===== config.mk =====
export PLATFORM = sky130hd
export DESIGN_NAME = rc_add_sub_serial
export DESIGN_NICKNAME = d
export VERILOG_FILES = /design/src/rtl/rc_add_sub_serial.sv
export SDC_FILE = /design/constraint.sdc
export NUM_CORES = 1
export LEC_CHECK = 0
export CORE_MARGIN = 4
export CORE_UTILIZATION = 45
export CTS_CLUSTER_SIZE = 8
export DETAILED_ROUTE_END_ITERATION = 10
export GPL_TIMING_DRIVEN = 0
export PLACE_DENSITY_LB_ADDON = 0.2
export SETUP_SLACK_MARGIN = 0.2
export SYNTH_ARGS = -nofsm -noshare
export SYNTH_HDL_FRONTEND = slang
export SYNTH_SLANG_ARGS = --single-unit

===== constraint.sdc =====
create_clock -name CLK -period 10 [get_ports CLK]
set_input_delay 2 -clock CLK [delete_from_list [all_inputs] [get_ports CLK]]
set_output_delay 2 -clock CLK [all_outputs]
set_load 0.02 [all_outputs]

===== src/rtl/rc_add_sub_serial.sv =====
// Digit-serial ripple-carry add/subtract: one DIGIT-wide slice is reused over N cycles,
// with a start/busy/done handshake and carry, signed-overflow and zero flags.
//
// state  | meaning
// S_IDLE | waiting for START
// S_RUN  | one digit slice per clock, LSB digit first
// S_DONE | single-cycle result-valid pulse; may accept the next START
module rc_add_sub_serial #(
   parameter int WIDTH = 32,
   parameter int DIGIT = 8
) (
   input  logic             CLK,
   input  logic             RST,
   input  logic             START,
   input  logic [WIDTH-1:0] A,
   input  logic [WIDTH-1:0] B,
   input  logic             SnA,
   output logic             BUSY,
   output logic             DONE,
   output logic [WIDTH-1:0] Y,
   output logic             CO,
   output logic             OV,
   output logic             ZERO
);

   localparam int N  = WIDTH / DIGIT;
   localparam int CW = (N > 1) ? $clog2(N) : 1;

   generate
      if ((DIGIT < 1) || (WIDTH % DIGIT != 0)) begin : g_bad_digit
         $error("rc_add_sub_serial: WIDTH must be a positive multiple of DIGIT");
      end
   endgenerate

   typedef enum logic [1:0] {S_IDLE, S_RUN, S_DONE} state_t;

   state_t           state_q, state_d;
   logic [WIDTH-1:0] a_q, bx_q, acc_q, acc_d;
   logic             carry_q;
   logic [CW-1:0]    cnt_q;
   logic [DIGIT-1:0] a_dig, b_dig, sum_dig;
   logic             cout, ov_dig, last, accept;

   assign last   = (cnt_q == CW'(N - 1));
   assign accept = (state_q != S_RUN) && START;
   assign BUSY   = (state_q == S_RUN);
   assign DONE   = (state_q == S_DONE);

   always_comb begin
      a_dig             = a_q[int'(cnt_q) * DIGIT +: DIGIT];
      b_dig             = bx_q[int'(cnt_q) * DIGIT +: DIGIT];
      {cout, sum_dig}   = {1'b0, a_dig} + {1'b0, b_dig} + {{DIGIT{1'b0}}, carry_q};
      // Operands share a sign but the sum does not: equals carry-in(MSB) ^ carry-out(MSB).
      ov_dig            = (a_dig[DIGIT-1] == b_dig[DIGIT-1]) && (sum_dig[DIGIT-1] != a_dig[DIGIT-1]);
      acc_d             = acc_q;
      acc_d[int'(cnt_q) * DIGIT +: DIGIT] = sum_dig;
   end

   always_comb begin
      state_d = state_q;
      case (state_q)
         S_IDLE:  if (START) state_d = S_RUN;
         S_RUN:   if (last) state_d = S_DONE;
         S_DONE:  state_d = START ? S_RUN : S_IDLE;
         default: state_d = S_IDLE;
      endcase
   end

   always_ff @(posedge CLK) begin
      if (RST) state_q <= S_IDLE;
      else     state_q <= state_d;
   end

   always_ff @(posedge CLK) begin
      if (RST) begin
         a_q     <= '0;
         bx_q    <= '0;
         acc_q   <= '0;
         carry_q <= 1'b0;
         cnt_q   <= '0;
         Y       <= '0;
         CO      <= 1'b0;
         OV      <= 1'b0;
         ZERO    <= 1'b0;
      end else if (accept) begin
         a_q     <= A;
         bx_q    <= SnA ? ~B : B;
         carry_q <= SnA;
         cnt_q   <= '0;
      end else if (state_q == S_RUN) begin
         acc_q   <= acc_d;
         carry_q <= cout;
         // Wrap on the last digit so the slice index never leaves the operand range.
         cnt_q   <= last ? '0 : cnt_q + CW'(1);
         if (last) begin
            Y    <= acc_d;
            CO   <= cout;
            OV   <= ov_dig;
            ZERO <= (acc_d == '0);
         end
      end
   end

endmodule


==> flow_metrics.env <==
export IMPL_outcome="complete, no violations"
export IMPL_place_area_um2=7570
export IMPL_dr_pass1_iters=5
export IMPL_hold_worst_slack_ns=0.458
export IMPL_start_util_pct=45.7
export IMPL_mostFrequentLayoutCells="sky130_fd_sc_hd__dfxtp_1, sky130_fd_sc_hd__nor2_1, sky130_fd_sc_hd__clkdlybuf4s50_1, sky130_fd_sc_hd__nand2_1, sky130_fd_sc_hd__a211oi_1"
export IMPL_gpl_final_weighted_congestion=0.959
export IMPL_rr_worst_depth=11
export IMPL_power_density_nw_per_um2=186
export IMPL_synthArstFlopShare_pct=0
export IMPL_numCtsBuffers=17
export IMPL_min_period_ns=4.56
export IMPL_ys_warnings_count=0
export IMPL_postSynthNetCount=796
export IMPL_tritoncts="built"
export IMPL_post_cts_buffers=0
export IMPL_floorplan_die_width_um=126
export IMPL_clock_skew_final_ns=0.00736
export IMPL_ant_nets=0
export IMPL_cts_htree_levels=4
export IMPL_final_cell_area_um2=8230
export IMPL_full_die_area_um2=16000
export IMPL_critPathCaptureType="output pin"
export IMPL_cp_slowest_stage_delay_ns=0.70
export IMPL_max_slew_worst_pin_slew_ns=0.680
export IMPL_post_route_util_pct=59.5
export IMPL_wire_length_of_the_first_global_routing_pass_um=30100
export IMPL_worst_endpoint_required_ns=8.00
export IMPL_hold_depth=2
export IMPL_postCtsHoldBufs=0
export IMPL_clock_sinks=136
export IMPL_startpoint_type="flip-flop"
export IMPL_floorplan_die_height_um=126
export IMPL_grt_setup_unrepaired="no"
export IMPL_fraction_of_final_layout_cells_with_drive_strength_greater_than_1_pct=8.02
export IMPL_worst_endpoint_arrival_ns=2.56
export IMPL_dp_hpwl_um=14300
export IMPL_dr_first_iter_drc_count=342
export IMPL_critical_path_class="reg2out"
export IMPL_cts_root_buf="sky130_fd_sc_hd__clkbuf_16"
export IMPL_finalHoldViolations=0
export IMPL_synth_area_leader_cell="sky130_fd_sc_hd__dfxtp_1"
export IMPL_synthDistinctLibCells=57
export IMPL_grt_total_usage_pct=23.9
export IMPL_worst_r2r_startpoint="cnt_q[0]"
export IMPL_critical_path_slowest_cell="sky130_fd_sc_hd__clkdlybuf4s50_1"
export IMPL_totalNegativeSetupSlack_ns=0
export IMPL_post_cts_resized=0
export IMPL_post_synth_cell_area_avg_um2=8.86
export IMPL_antenna_cells=0
export IMPL_io_pin_count=105
export IMPL_fin_crit_sh_pct=45.6
export IMPL_yosys_register_bits=136
export IMPL_series_of_cell_instances_along_the_critical_path="nand2b_1 > inv_1 > clkbuf_1 > buf_1 > clkdlybuf4s50_1"
export IMPL_fmaxAchievable_ghz=0.219
export IMPL_rrSetupSlack_ns=5.78
export IMPL_postRouteWirelength_um=18800
export IMPL_slew_violations=0
export IMPL_synthFlopType="sky130_fd_sc_hd__dfxtp_1"
export IMPL_synthesis_area_um2=6320
export IMPL_detail_route_drc_violations=0
export IMPL_min_delay_start="a_q[31]"
export IMPL_rr_endpoint="ZERO"
export IMPL_layout_commonest_cell="sky130_fd_sc_hd__dfxtp_1"
export IMPL_via_per_inst=5.56
export IMPL_io_buffer_count=103
export IMPL_rel_slew_slack_pct=54.7
export IMPL_max_cap_violations=0
export IMPL_layout_nets=918
export IMPL_vdd_ir_drop_max_mv=0.131
export IMPL_clk_pin_slew_worst_paths_ns=0.06
export IMPL_worst_skew_pair_late_latency_ns=0.43
export IMPL_final_setup_viol_count=0
export IMPL_first_global_vias=5754
export IMPL_std_cell_rows=43
export IMPL_synth_largest_type_area_fraction_pct=43.1
export IMPL_ctsLongestPathBuffers=2
export IMPL_ys_seq_area_share_pct=43.1
export IMPL_synthesis_instances=713
export IMPL_hold_path_class="reg2reg"
export IMPL_gr_total_overflow=0
export IMPL_core_area_um2=13800
export IMPL_synth_area_top_cells="sky130_fd_sc_hd__dfxtp_1, sky130_fd_sc_hd__a211oi_1, sky130_fd_sc_hd__nor2_1"
export IMPL_path_max_fanout=10
export IMPL_p_leak_nw=2.94
export IMPL_flow_area_growth_from_synthesis_pct=30.2
export IMPL_worstHoldEndpoint="a_q[31]"
export IMPL_grt_max_degree=17
export IMPL_total_power_mw=1.53
export IMPL_grt_antenna_before_repair=0
export IMPL_avgRoutedWirePerCell_um=18.3
export IMPL_num_vias=5711
export IMPL_synth_edf_count=0
==> Yosys cell counts, types with 3 or more instances <==
cell type                  number
sky130_fd_sc_hd__dfxtp_1      136
sky130_fd_sc_hd__nor2_1       117
sky130_fd_sc_hd__nand2_1       80
sky130_fd_sc_hd__a211oi_1      79
sky130_fd_sc_hd__a21oi_1       50
sky130_fd_sc_hd__xnor2_1       36
sky130_fd_sc_hd__clkbuf_1      32
sky130_fd_sc_hd__nor3_1        18
sky130_fd_sc_hd__mux4_2        16
sky130_fd_sc_hd__buf_1         15
sky130_fd_sc_hd__a22oi_1       14
sky130_fd_sc_hd__inv_1         14
sky130_fd_sc_hd__ha_1          13
sky130_fd_sc_hd__a221oi_1       6
sky130_fd_sc_hd__buf_2          6
sky130_fd_sc_hd__nor2b_1        6
sky130_fd_sc_hd__a32oi_1        4
sky130_fd_sc_hd__nand2b_1       4
sky130_fd_sc_hd__nand3_1        4
sky130_fd_sc_hd__o22ai_1        4
sky130_fd_sc_hd__a31oi_1        3
sky130_fd_sc_hd__and4_1         3
sky130_fd_sc_hd__inv_2          3
sky130_fd_sc_hd__nor4_1         3
sky130_fd_sc_hd__o21ai_0        3
sky130_fd_sc_hd__o21bai_1       3
==> layer usage <==
metal  up-vias  wire length [um]  global-route usage (%)
met5         -                 0                       0
li1       2774                 -                       -
met3        40               974                    5.56
met1      2724              7820                    28.8
met2       173              9420                    41.3
met4         0               585                    9.46
==> layout make-up <==
| cell class | count | area [um^2] |
|---|---|---|
| Inverter | 17 | 63.8 |
| Fill cell | 1249 | 5600 |
| Clock inverter | 13 | 200 |
| Timing Repair Buffer | 103 | 1030 |
| Buffer | 56 | 233 |
| Clock buffer | 19 | 453 |
| Tap cell | 180 | 225 |
| Multi-Input combinational cell | 504 | 3300 |
| Sequential cell | 136 | 2720 |
==> report_power, final <==
group	internal (mW)	switching, mW	total (mW)	leakage [nW]
logic	0.102	0.141	0.243	1.52
registers	0.573	0.0210	0.594	1.11
clock network	0.453	0.237	0.690	0.311
==> kinds of logic after synthesis <==
kind of cell | after synthesis | synth area share, %
AND/OR/NAND/NOR | 252 | 17.9
AO/OA/AOI/OAI | 182 | 19.9
flip-flops | 136 | 43.1
buffers and inverters | 73 | 4.69
XOR/XNOR | 39 | 5.53
multiplexers | 16 | 5.71
adder cells (fa/ha/maj) | 15 | 3.21
==> worst max path at each step <==
stage | startpoint | to | slack (ns)
3_3_place_gp | START | a_q[28] | 5.80
2_1_floorplan | cnt_q[0] | ZERO | 6.57
5_1_grt | state_q[1] | BUSY | 5.34
3_5_place_dp | START | a_q[28] | 5.75
6_report | state_q[1] | BUSY | 5.44
4_1_cts | state_q[1] | BUSY | 5.44
==> per-stage QoR <==
step                instances  setup WS [ns]
detailed placement        996           5.75
floorplan                 713           6.57
global route             1028           5.34
global placement          996           5.80
finish                   1028           5.44
CTS                      1028           5.44
==> sequential cells by signal, indices dropped and copies added, names as in the netlist <==
name     flops
carry_q      1
acc_q       32
bx_q        32
OV           1
cnt_q        2
Y           32
ZERO         1
state_q      2
a_q         32
CO           1
==> worst max-delay path: cells and delay by family (launching register included) <==
kind	cells	cell delay [ns]
buf+inv	4	1.66
flops	1	0.31
simple gates	1	0.17
Note: power is estimated with default switching activity, not from simulation.
